<file path="src/rtl/ctrl_pkg.sv">
// ctrl_pkg -- shared definitions for the accumulator-machine sequencer.
//
// Holds the opcode values, the control-bus bit positions, the sequencer
// state enum and two small opcode helpers used by the next-state logic.
//
// Build option: CTRL_COND_JMP_EN
//   defined   -> JZ (5) and JC (6) are legal conditional jumps
//   undefined -> JZ and JC are treated as illegal opcodes (run as NOP)

package ctrl_pkg;

  // Opcodes (low nibble of the IR value)
  localparam logic [3:0] OP_LDA = 4'h0;
  localparam logic [3:0] OP_ADD = 4'h1;
  localparam logic [3:0] OP_SUB = 4'h2;
  localparam logic [3:0] OP_STA = 4'h3;
  localparam logic [3:0] OP_JMP = 4'h4;
  localparam logic [3:0] OP_JZ  = 4'h5;
  localparam logic [3:0] OP_JC  = 4'h6;
  localparam logic [3:0] OP_NOP = 4'h7;
  localparam logic [3:0] OP_OUT = 4'hE;
  localparam logic [3:0] OP_HLT = 4'hF;

  // Control bus bit positions (active-high)
  localparam int CB_PC_INC  = 0;
  localparam int CB_PC_OUT  = 1;
  localparam int CB_PC_LD   = 2;
  localparam int CB_MAR_LD  = 3;
  localparam int CB_RAM_OUT = 4;
  localparam int CB_RAM_LD  = 5;
  localparam int CB_IR_LD   = 6;
  localparam int CB_IR_OUT  = 7;
  localparam int CB_A_LD    = 8;
  localparam int CB_A_OUT   = 9;
  localparam int CB_B_LD    = 10;
  localparam int CB_ALU_OUT = 11;
  localparam int CB_ALU_SUB = 12;
  localparam int CB_FLAG_LD = 13;
  localparam int CB_OUT_LD  = 14;
  localparam int CB_HLT     = 15;

  // Width of the architected part of the control bus
  localparam int CW_BASE_W = 16;

`ifdef CTRL_COND_JMP_EN
  localparam bit COND_JMP_EN = 1'b1;
`else
  localparam bit COND_JMP_EN = 1'b0;
`endif

  // Sequencer states
  typedef enum logic [2:0] {
    S_IDLE = 3'd0,
    S_T1   = 3'd1,
    S_T2   = 3'd2,
    S_T3   = 3'd3,
    S_T4   = 3'd4,
    S_T5   = 3'd5,
    S_T6   = 3'd6,
    S_HALT = 3'd7
  } state_t;

  // True when the low nibble names an implemented instruction.
  // Opcodes 8..D are always illegal; 5 and 6 only exist with the
  // conditional-jump option.
  function automatic logic op_legal(input logic [3:0] op);
    logic ok;
    case (op)
      OP_JZ, OP_JC: ok = COND_JMP_EN;
      4'h8, 4'h9, 4'hA, 4'hB, 4'hC, 4'hD: ok = 1'b0;
      default: ok = 1'b1;
    endcase
    return ok;
  endfunction

  // Number of execute T-states (T4 onward) for a legal opcode.
  // Zero means the instruction ends after the fetch (T3).
  function automatic logic [1:0] exec_len(input logic [3:0] op);
    logic [1:0] n;
    case (op)
      OP_LDA, OP_STA: n = 2'd2;
      OP_ADD, OP_SUB: n = 2'd3;
      OP_JMP, OP_JZ, OP_JC, OP_OUT, OP_HLT: n = 2'd1;
      default: n = 2'd0;
    endcase
    return n;
  endfunction

endpackage

</file>
<file path="src/rtl/ctrl_decode.sv">
// ctrl_decode -- combinational control-word decoder.
//
// Maps the state the sequencer is about to enter, the (already legalised)
// opcode and the sampled flags onto the 16-bit control word that will be
// registered alongside that state.
//
// Ports:
//   nxt_state  in   state being entered on this clock edge
//   op         in   4-bit opcode; illegal opcodes arrive here as NOP
//   zf, cf     in   flags sampled at the T3->T4 edge
//   cw         out  16-bit control word for nxt_state
//
// Build option: CTRL_COND_JMP_EN (only affects which opcodes reach this
// block; the decode table itself is unconditional).

module ctrl_decode
  import ctrl_pkg::*;
(
  input  state_t      nxt_state,
  input  logic [3:0]  op,
  input  logic        zf,
  input  logic        cf,
  output logic [15:0] cw
);

  always_comb begin
    cw = '0;
    case (nxt_state)
      S_T1: begin
        cw[CB_PC_OUT] = 1'b1;
        cw[CB_MAR_LD] = 1'b1;
      end
      S_T2: begin
        cw[CB_PC_INC] = 1'b1;
      end
      S_T3: begin
        cw[CB_RAM_OUT] = 1'b1;
        cw[CB_IR_LD]   = 1'b1;
      end
      S_T4: begin
        case (op)
          OP_LDA, OP_ADD, OP_SUB, OP_STA: begin
            cw[CB_IR_OUT] = 1'b1;
            cw[CB_MAR_LD] = 1'b1;
          end
          OP_JMP: begin
            cw[CB_IR_OUT] = 1'b1;
            cw[CB_PC_LD]  = 1'b1;
          end
          // A jump not taken drives an all-zero word rather than just
          // suppressing pc_ld, so the IR is not put on the bus needlessly.
          OP_JZ: begin
            if (zf) begin
              cw[CB_IR_OUT] = 1'b1;
              cw[CB_PC_LD]  = 1'b1;
            end
          end
          OP_JC: begin
            if (cf) begin
              cw[CB_IR_OUT] = 1'b1;
              cw[CB_PC_LD]  = 1'b1;
            end
          end
          OP_OUT: begin
            cw[CB_A_OUT]  = 1'b1;
            cw[CB_OUT_LD] = 1'b1;
          end
          OP_HLT: begin
            cw[CB_HLT] = 1'b1;
          end
          default: cw = '0;
        endcase
      end
      S_T5: begin
        case (op)
          OP_LDA: begin
            cw[CB_RAM_OUT] = 1'b1;
            cw[CB_A_LD]    = 1'b1;
          end
          OP_ADD, OP_SUB: begin
            cw[CB_RAM_OUT] = 1'b1;
            cw[CB_B_LD]    = 1'b1;
          end
          OP_STA: begin
            cw[CB_A_OUT]  = 1'b1;
            cw[CB_RAM_LD] = 1'b1;
          end
          default: cw = '0;
        endcase
      end
      S_T6: begin
        if (op == OP_ADD || op == OP_SUB) begin
          cw[CB_ALU_OUT] = 1'b1;
          cw[CB_A_LD]    = 1'b1;
          cw[CB_FLAG_LD] = 1'b1;
          cw[CB_ALU_SUB] = (op == OP_SUB);
        end
      end
      S_HALT: begin
        cw[CB_HLT] = 1'b1;
      end
      default: cw = '0;
    endcase
  end

endmodule

</file>
<file path="src/rtl/ctrl_seq.sv">
// ctrl_seq -- microprogram sequencer for the 8-bit accumulator machine.
//
// Steps IDLE -> T1..T3 (fetch) -> T4..T6 (execute, variable length) and
// back to T1, or to IDLE when run is low at an instruction boundary.
// HLT parks the sequencer in HALT until clr. All state and output
// registers update on the falling clock edge so the datapath, which
// latches on the rising edge, sees a stable control word.
//
// Parameters:
//   OPC_W  opcode width (>=4); any bit above bit 3 set makes it illegal
//   CW_W   control bus width (>=16); bits above 15 are always 0
//   TS_W   one-hot t_state width (>=6)
//
// Ports:
//   clk          in   system clock (falling-edge active)
//   clr          in   asynchronous active-low reset
//   run          in   permits the next instruction; sampled only at
//                     instruction boundaries and in IDLE
//   instruction  in   opcode from the IR, sampled at the T3->T4 edge
//   zf, cf       in   zero/carry flags, sampled at the T3->T4 edge
//   out          out  registered one-hot-per-function control bus
//   t_state      out  one-hot T-state (bit0 = T1); zero in IDLE/HALT
//   halted       out  high while in HALT
//   ill_op       out  one-cycle pulse in the cycle after T3 of an
//                     illegal opcode
//
// Build option: CTRL_COND_JMP_EN enables JZ/JC; without it opcodes 5 and
// 6 are illegal and zf/cf are ignored.

module ctrl_seq
  import ctrl_pkg::*;
#(
  parameter int OPC_W = 4,
  parameter int CW_W  = 16,
  parameter int TS_W  = 6
) (
  input  logic             clk,
  input  logic             clr,
  input  logic             run,
  input  logic [OPC_W-1:0] instruction,
  input  logic             zf,
  input  logic             cf,
  output logic [CW_W-1:0]  out,
  output logic [TS_W-1:0]  t_state,
  output logic             halted,
  output logic             ill_op
);

  state_t            state_q, state_d;
  logic [3:0]        op_q, op_d;
  logic              zf_q, zf_d;
  logic              cf_q, cf_d;
  logic [CW_W-1:0]   out_q, out_d;
  logic [TS_W-1:0]   ts_q, ts_d;
  logic              halted_q, halted_d;
  logic              ill_q, ill_d;

  logic              op_hi_set;
  logic              fetch_legal;
  logic [3:0]        fetch_op;
  state_t            boundary_state;
  logic [15:0]       cw_d;

  // Legalise the opcode on the IR. Illegal values are replaced by NOP so
  // the rest of the sequencer never has to know about them.
  always_comb begin
    op_hi_set   = |(instruction >> 4);
    fetch_legal = !op_hi_set && op_legal(instruction[3:0]);
    fetch_op    = fetch_legal ? instruction[3:0] : OP_NOP;
  end

  // Where to go after the last T-state of an instruction.
  always_comb begin
    boundary_state = run ? S_T1 : S_IDLE;
  end

  // Next-state logic. The opcode and flags are captured on the edge that
  // leaves T3; during T3 itself the live IR value decides whether the
  // instruction has any execute states at all.
  always_comb begin
    state_d = state_q;
    op_d    = op_q;
    zf_d    = zf_q;
    cf_d    = cf_q;
    ill_d   = 1'b0;
    case (state_q)
      S_IDLE: begin
        if (run) state_d = S_T1;
      end
      S_T1: state_d = S_T2;
      S_T2: state_d = S_T3;
      S_T3: begin
        op_d  = fetch_op;
`ifdef CTRL_COND_JMP_EN
        zf_d  = zf;
        cf_d  = cf;
`endif
        ill_d = !fetch_legal;
        if (exec_len(fetch_op) == 2'd0) state_d = boundary_state;
        else                            state_d = S_T4;
      end
      S_T4: begin
        if (op_q == OP_HLT)                 state_d = S_HALT;
        else if (exec_len(op_q) > 2'd1)     state_d = S_T5;
        else                                state_d = boundary_state;
      end
      S_T5: begin
        if (exec_len(op_q) > 2'd2) state_d = S_T6;
        else                       state_d = boundary_state;
      end
      S_T6:   state_d = boundary_state;
      S_HALT: state_d = S_HALT;
      default: state_d = S_IDLE;
    endcase
  end

  // The control word is decoded from the state being entered so that it
  // is registered on the same edge as the state itself.
  ctrl_decode u_decode (
    .nxt_state (state_d),
    .op        (op_d),
    .zf        (zf_d),
    .cf        (cf_d),
    .cw        (cw_d)
  );

  always_comb begin
    out_d    = CW_W'(cw_d);
    halted_d = (state_d == S_HALT);
    ts_d     = '0;
    case (state_d)
      S_T1:    ts_d[0] = 1'b1;
      S_T2:    ts_d[1] = 1'b1;
      S_T3:    ts_d[2] = 1'b1;
      S_T4:    ts_d[3] = 1'b1;
      S_T5:    ts_d[4] = 1'b1;
      S_T6:    ts_d[5] = 1'b1;
      default: ts_d = '0;
    endcase
  end

  always_ff @(negedge clk or negedge clr) begin
    if (!clr) begin
      state_q  <= S_IDLE;
      op_q     <= OP_NOP;
      zf_q     <= 1'b0;
      cf_q     <= 1'b0;
      out_q    <= '0;
      ts_q     <= '0;
      halted_q <= 1'b0;
      ill_q    <= 1'b0;
    end else begin
      state_q  <= state_d;
      op_q     <= op_d;
      zf_q     <= zf_d;
      cf_q     <= cf_d;
      out_q    <= out_d;
      ts_q     <= ts_d;
      halted_q <= halted_d;
      ill_q    <= ill_d;
    end
  end

  assign out     = out_q;
  assign t_state = ts_q;
  assign halted  = halted_q;
  assign ill_op  = ill_q;

`ifndef CTRL_COND_JMP_EN
  // Flags have no effect without conditional jumps.
  logic unused_flags;
  assign unused_flags = zf ^ cf;
`endif

endmodule

</file>
<file path="config.mk">
export PLATFORM = sky130hd
export DESIGN_NAME = ctrl_seq
export DESIGN_NICKNAME = d
export VERILOG_FILES = /design/src/rtl/ctrl_pkg.sv /design/src/rtl/ctrl_decode.sv /design/src/rtl/ctrl_seq.sv
export SDC_FILE = /design/constraint.sdc
export NUM_CORES = 1
export LEC_CHECK = 0
export ABC_AREA = 1
export CAP_MARGIN = 20
export CORE_MARGIN = 3
export CORE_UTILIZATION = 39
export DETAILED_ROUTE_END_ITERATION = 10
export MAX_ROUTING_LAYER = met4
export PLACE_DENSITY = 0.69
export SYNTH_ARGS = -nofsm -noshare
export SYNTH_HDL_FRONTEND = slang
export SYNTH_SLANG_ARGS = --single-unit
</file>
<file path="constraint.sdc">
create_clock -name clk -period 1.5 [get_ports clk]
set_input_delay 0.3 -clock clk [delete_from_list [all_inputs] [get_ports clk]]
set_output_delay 0.3 -clock clk [all_outputs]
set_load 0.005 [all_outputs]
</file>
Word level (Yosys, flattened, before mapping)
Memory sizes are Yosys's and may differ from the RTL's.
Index checks and enable logic that the tools add are counted.
{"block": "word_totals", "regBits": 31, "romBits": 112, "input_bits": 9, "word_cells": 83, "mem_count": 4}
{"memory": "(name not given)", "words": 16, "width": 2, "rd": 1, "rd_clocked_by_memory_dff": 0, "write_ports": 0, "line_no": "ctrl_pkg.sv:80", "source": "case (op)"}
{"memory": "(name not given)", "words": 16, "width": 2, "rd": 1, "rd_clocked_by_memory_dff": 0, "write_ports": 0, "line_no": "ctrl_pkg.sv:80"}
{"memory": "(name not given)", "words": 16, "width": 2, "rd": 1, "rd_clocked_by_memory_dff": 0, "write_ports": 0, "line_no": "ctrl_pkg.sv:80"}
{"memory": "(name not given)", "words": 16, "width": 1, "rd": 1, "rd_clocked_by_memory_dff": 0, "write_ports": 0, "line_no": "ctrl_pkg.sv:68", "source": "case (op)"}
{"block": "op_classes", "magnitude_cmp": 2, "n_eq_ne": 21, "muxes": 41, "n_reduce_logical": 9}
{"operator": "equality test 3 bit (second input constant)", "n": 8}
{"operator": "one-hot mux 3 bit (8 select lines)", "n": 1}
{"operator": "two-way mux 1 bit", "n": 22}
{"operator": "two-way mux 3 bit", "n": 7}
{"operator": "equality test 3 x 2 -> 1 bit (second input constant)", "n": 4}
{"operator": "equality test 4 bit (second input constant)", "n": 3}
{"operator": "equality test 4 x 2 -> 1 bit (second input constant)", "n": 2}
{"operator": "two-way mux 2 bit", "n": 4}
{"operator": "two-way mux 4 bit", "n": 2}
{"operator": "one-hot mux 1 bit (2 select lines)", "n": 4}
{"operator": "equality test 3 x 1 -> 1 bit (second input constant)", "n": 2}
{"operator": "OR reduction 5 bit", "n": 1}
{"operator": "equality test 4 x 1 -> 1 bit (second input constant)", "n": 1}
{"operator": "equality test 4 x 3 -> 1 bit (second input constant)", "n": 1}
{"operator": "logical NOT 4 bit", "n": 1}
{"operator": "one-hot mux 2 bit (2 select lines)", "n": 1}
{"operator": "OR reduction 4 bit", "n": 1}
{"operator": "logical NOT 3 bit", "n": 1}
{"operator": "OR reduction 3 bit", "n": 1}
{"operator": "greater-than comparator 2 x 1 -> 1 bit (second input constant)", "n": 1}
{"operator": "greater-than comparator 2 bit (second input constant)", "n": 1}
{"operator": "logical NOT 2 bit", "n": 1}
{"operator": "OR reduction 2 bit", "n": 1}
{"operator": "logical NOT 1 bit", "n": 1}
{"operator": "logical OR 1 bit", "n": 1}

Longest topological paths before layout
Gate-level depths: netlist of the first run.
{"block": "logic_depth", "word_depth": 9, "mapped_depth": 14, "depth_no_buf": 14}

By module
Synthesis of the first run repeated with hierarchy kept, for this count alone.
{"block": "unflattened", "hier_cells": 171, "area_unflattened_um2": 1455.1}
{"mod": "ctrl_seq", "instances": 1, "cells_per_inst": 113, "area_each_um2": 1161.1, "seq_area_each_um2": 779.5}
{"mod": "ctrl_decode", "instances": 1, "cells_per_inst": 58, "area_each_um2": 294.0, "seq_area_each_um2": 0.0}

==> results of run 1 <==
[worst paths after layout]
check | startpoint | endpoint | slack (ps) | cells past startpoint
min in group asynchronous | clr | state_q[1] | 920 | 2
worst max-delay path | instruction[1] | out[15] | -460 | 14
max in group asynchronous | clr | t_state[4] | 300 | 3
worst min-delay path | state_q[1] | ill_op | 610 | 2
worst min register to register | state_q[1] | ill_op | 610 | 2
worst max register to register | state_q[0] | out[8] | -90 | 8
[cell families (layout without fill, tap and decap cells)]
kind of cell	count (synthesis)	after routing	synth area share
AOI/OAI and AO/OA	6	6	0.03421
adders and majority gates	2	2	0.01955
buffers and inverters	34	96	0.1163
DFF	27	27	0.5308
and+or+nand+nor	71	71	0.2991
[routing by layer]
metal,part of all wire,GRT usage,routed length (µm),up-vias
li1,-,-,-,553
met1,0.42,0.1952,1301,554
met2,0.51,0.2767,1595,32
met3,0.048,0.03565,150,6
met4,0.019,0.05121,59,0
met5,0,-,0,-
[metrics by stage]
stage	cells	power, mW	hold WS, ps	instance area, µm²	TNS (ps)
finish	246	3.301	609.4	1969	-15460
global route	246	3.514	641.4	1969	-17640
CTS	244	3.009	537.9	1852	-15530
detailed placement	235	2.618	533.5	1857	-37040
global placement	235	2.584	506.9	1857	-35970
floorplan	140	1.958	485.3	1319	-7704
[repair_timing]
item                                    in CTS  in global routing
buffers inserted                             3                  3
resized for setup                          130                 25
pin swaps                                   11                 15
hold endpoints to repair                     0                  0
endpoints found under the setup margin      46                 43
[worst min-delay path: cells and delay by family (launching register included)]
kind,cells,cell delay (ps)
DFF,1,400
and+or+nand+nor,2,150
[layout by cell type, fill, tap and decap left out, drive strengths merged]
| cell type | count |
|---|---|
| ha | 2 |
| o211ai | 1 |
| nand2 | 32 |
| nand4 | 7 |
| buf | 59 |
| o21ai | 5 |
| nand3 | 12 |
| nor3 | 3 |
| dfrtn | 24 |
| clkbuf | 4 |
| inv | 31 |
| dfstp | 3 |
| clkdlybuf4s50 | 1 |
| or2 | 1 |
| nor2 | 16 |
| dlygate4sd2 | 1 |
[flip-flops by register name (all words and copies together), names as in the netlist]
name / count
state_q: 3
halted: 1
out: 12
ill_op: 1
op_q: 4
t_state: 6
[where the power goes]
group | switching (mW) | internal (mW) | total (mW) | leakage, nW
clock | 0.246 | 0.214 | 0.460 | 0.0421
combinational | 0.952 | 0.795 | 1.75 | 0.723
sequential | 0.141 | 0.953 | 1.09 | 0.355
total | 1.34 | 1.96 | 3.30 | 1.12
[layout make-up]
class                   count  area share
flip-flops and latches     27      0.3450
multi-input cells          79      0.2992
repair buffers             61      0.2357
inverters                  28     0.06226
well taps                  44     0.02795
clock buffers               4     0.02414
clock inverters             3    0.005718
==> impl_metrics.csv, run 1 <==
group,metric,value,unit
outcome,outcome,"finished, violations left",
outcome,violations,"negative setup slack",
layout,area_growth_syn_to_layout,53.86,%
logic_synthesis,syn-cell-area,1280,µm²
logic_synthesis,ys.warnings.count,0,
sta,finalHoldViolCount,0,
sta,slew_violations,0,
die,die_y,63.29,µm
logic_synthesis,yosysUniqueCellTypes,25,
routing,drcViolationCount,0,
global_route,grtUsageTotal,0.1636,
layout,seqCellArea,679.4,µm²
worst_setup_path,slowest_delay,170,ps
place,io_buffer_count,30,
power_and_ir_drop,ir_drop,1144,µV
sta,slew-limit-headroom,0.7228,
global_route,antenna_found_initial,0,
worst_setup_path,cp_common_cell,"nand2_2",
routing,wirelength,3108,µm
clock_tree,clock_latency,390,ps
die,start_util,0.4125,
logic_synthesis,synth-edff-count,0,
routing,vias,1145,
global_route,grt_pass1_vias,1117,
logic_synthesis,yosysMostFrequentCell,"nand2_1",
logic_synthesis,synth_area_leaders,"dfrtn_1 (47%), nand2_1 (7.6%), inv_1 (7.0%)",
die,rows,20,
worst_setup_path,worstSetupEndpointType,"flop",
global_route,overflow,0,
power_and_ir_drop,p_leak,1.120,nW
worst_setup_path,worst-path-buf-inv,3,
logic_synthesis,synth_top_area_cell,"dfrtn_1",
layout,multi_input_comb_area,589.3,µm²
clock_tree,clkSinkCount,27,
clock_tree,tritoncts,"done",
logic_synthesis,syn-num-nets,151,
logic_synthesis,async_reset_ff_frac,1.000,
clock_tree,cts_root_buf,"clkbuf_4",
worst_setup_path,criticalPathCategory,"in -> reg",
sta,setup_viol,43,
place,place.gp.congestion,0.8559,
clock_tree,hold_buffers,0,
place,post-place-ws,-1393,ps
routing,vias_per_cell,4.654,
global_route,grt_pass1_wl,5030,µm
layout,antenna_cells,0,
logic_synthesis,synth_top_area_frac,0.4692,
clock_tree,cts.clk_slew.worst_paths,100,ps
worst_setup_path,cp_slowest_cell,"ha_2",
sta,worst_slack,-462.8,ps
sta,rsz0062_at_grt,"true",
job,drv_cap,0,
clock_tree,h-tree-depth,1,
routing,drt_iter0_drc,41,
clock_tree,cts_max_path_buffers,2,
clock_tree,cts_made_buffers,3,
die,coreArea,3103,µm²
worst_setup_path,worst_ep_required_time,930,ps
layout,n_fill_cell,269,
logic_synthesis,yosysSeqAreaShare,0.5308,
die,die_w,63.29,µm
layout,nNetsFinal,214,
logic_synthesis,netlist_top_cells_count,"nand2_1 (26), dfrtn_1 (24), inv_1 (24)",
global_route,grt_max_degree,17,
worst_setup_path,crit_chain,"buf_8, nand2_8, inv_2, nand2_2, nand2_2, nand2_2, ha_2, inv_2, nor2_4, nand2_2, nand2_2, nand4_1, nand2_1, nand2_1",
logic_synthesis,ys_ff_latch,27,
power_and_ir_drop,powerDensity,1676,nW/µm²
worst_setup_path,cp-start-kind,"input port",
routing,ant_nets,0,
logic_synthesis,synth.avg_cell_area,9.143,µm²
place,hpwl,2248,µm
worst_hold_path,hp-class,"reg -> reg",
worst_setup_path,cp_max_fo,3,
layout,drive_gt1_frac,0.5594,
die,dieArea,4006,µm²
sta,worst_pin_slew,414.3,ps
logic_synthesis,synthFlopType,"dfrtn_1",
logic_synthesis,netlist_instances,140,
die,io_pins,33,
layout,fin_util,0.6347,
routing,wire_per_inst,12.63,µm
sta,fin_skew,76.49,ps
worst_setup_path,critPathArrivalTime,1390,ps
worst_setup_path,critical_path.top_delay_family,"simple AND/OR/NAND/NOR gates",
routing,drtPass1Iterations,4,
(Power assumes the default switching activity.)
==> inputs of run 2 (changes only) <==
- CORE_MARGIN: 3 -> 2
- GPL_TIMING_DRIVEN: default -> 0
==> run 2 against run 1 <==
Effect of this change:
- the flow still finishes with violations (negative setup slack)
- final cell count down 7.3%
- via count decreased by 9.2%
- sequential share of layout area rose by 2.8 points
- sequential power about the same
- combinational power down 17%
- critical path type is now reg -> out
- largest power group unchanged
==> impl_metrics.csv, run 2 (synthesis gave the netlist of run 1 again) <==
group,metric,value,unit
global_route,grt_use_met3,0.03992,
routing,drcViolationCount,0,
die,coreArea,3078,µm²
layout,area_growth_syn_to_layout,42.33,%
sta,finalHoldViolCount,0,
layout,layout_commonest_cell,"dfrtn_1",
layout,largest_reg_flops,12,
place,io_buffer_count,30,
routing,ant_nets,0,
die,start_util,0.4159,
layout,seqCellArea,679.4,µm²
clock_tree,clock_latency,380,ps
die,die_y,61.29,µm
worst_setup_path,cp_max_fo,2,
routing,drt_iter0_drc,19,
worst_setup_path,criticalPathCategory,"reg -> out",
routing,drtPass1Iterations,4,
clock_tree,cts_made_buffers,3,
outcome,violations,"negative setup slack",
place,place.gp.congestion,0.8693,
sta,fin_skew,72.72,ps
clock_tree,cts_root_buf,"clkbuf_4",
sta,worst_slack,-487.6,ps
global_route,grt_max_degree,23,
clock_tree,clkSinkCount,27,
worst_hold_path,hp-class,"reg -> reg",
sta,worst_pin_slew,372.0,ps
die,die_w,61.29,µm
layout,nNetsFinal,196,
worst_setup_path,cp-start-kind,"flop",
die,io_pins,33,
clock_tree,cts.clk_slew.worst_paths,100,ps
worst_setup_path,worstSetupEndpointType,"primary output",
sta,rsz0062_at_grt,"true",
layout,antenna_cells,0,
place,dp.cells,215,
global_route,grt_use_met1,0.1829,
global_route,overflow,0,
global_route,grt_pass1_vias,964,
clock_tree,tritoncts,"done",
routing,wirelength,2524,µm
worst_setup_path,worst_ep_required_time,1200,ps
power_and_ir_drop,ir_drop,982.7,µV
global_route,use_met2,0.2720,
power_and_ir_drop,powerDensity,1667,nW/µm²
sta,slew-limit-headroom,0.7520,
sta,slew_violations,0,
layout,layoutNonFillerInstCount,228,
layout,layout_common_cells,"dfrtn_1 (24), inv_1 (21), buf_2 (20)",
global_route,grtUsageTotal,0.1601,
power_and_ir_drop,power,3.037,mW
clock_tree,cts_max_path_buffers,2,
outcome,outcome,"finished, violations left",
clock_tree,h-tree-depth,1,
layout,drive_gt1_frac,0.4837,
layout,multi_input_comb_area,546.8,µm²
job,drv_cap,0,
die,dieArea,3756,µm²
routing,wire_per_inst,11.07,µm
global_route,grt.busiest_layer,"met2",
sta,setup_viol,42,
routing,vias_per_cell,4.561,
layout,n_fill_cell,268,
global_route,antenna_found_initial,0,
die,rows,20,
worst_setup_path,critPathArrivalTime,1690,ps
power_and_ir_drop,p_leak,1.030,nW
routing,vias,1040,
place,hpwl,1948,µm
global_route,grt_pass1_wl,4209,µm
## run 2: worst paths after layout
| path | slack (ps) | startpoint | cells after the start | end |
|---|---|---|---|---|
| max | -490 | out[13] | 2 | out[13] |
| min | 510 | op_q[3] | 2 | op_q[3] |
| max reg2reg | -70 | state_q[0] | 9 | out[7] |
| min reg2reg | 510 | op_q[3] | 2 | op_q[3] |
| max in group asynchronous | 60 | clr | 2 | op_q[2] |
| min in group asynchronous | 880 | clr | 1 | state_q[1] |
## run 2: critical path, cell delays in order, from the launching register on
cell     delay (ps)
dfrtn_1         430
buf_4           110
buf_6            80
## run 2: repair_timing
item	4_1_cts	5_1_grt
hold buffers	0	0
resized for setup	146	6
endpoints found under the hold margin	0	0
pin swaps	13	8
setup endpoints to repair	46	42
setup buffers	6	3
## run 2: metal layers
layer / part of all wire / vias up
met1: 0.42 / 497
met4: 0.016 / 0
met3: 0.040 / 4
met2: 0.52 / 21
met5: 0 / -
li1: - / 518
## run 2: power by group
group | switching [mW] | internal [mW] | total [mW] | leakage [nW]
logic | 0.850 | 0.606 | 1.46 | 0.631
clock network | 0.230 | 0.281 | 0.511 | 0.0439
registers | 0.116 | 0.954 | 1.07 | 0.355
## run 2: cell type report
cell class | instances | area share
clock inverters | 4 | 0.02266
repair buffers | 39 | 0.1765
plain buffers | 4 | 0.01648
inverters | 28 | 0.06868
clock buffers | 3 | 0.01236
well taps | 44 | 0.03022
multi-input cells | 79 | 0.3001
flip-flops and latches | 27 | 0.3729
## run 2: through the flow
stage	util	hold slack, ps	setup slack, ps	TNS, ps	instance area [µm²]
2_1_floorplan	-	485.3	-603.0	-7704	1319
3_3_place_gp	0.5439	506.8	-1446	-57000	1674
3_5_place_dp	0.5528	518.4	-1468	-40970	1702
4_1_cts	0.5789	520.6	-504.0	-14880	1782
5_1_grt	0.5919	550.8	-563.6	-16930	1822
6_report	0.5919	514.9	-487.6	-14570	1822
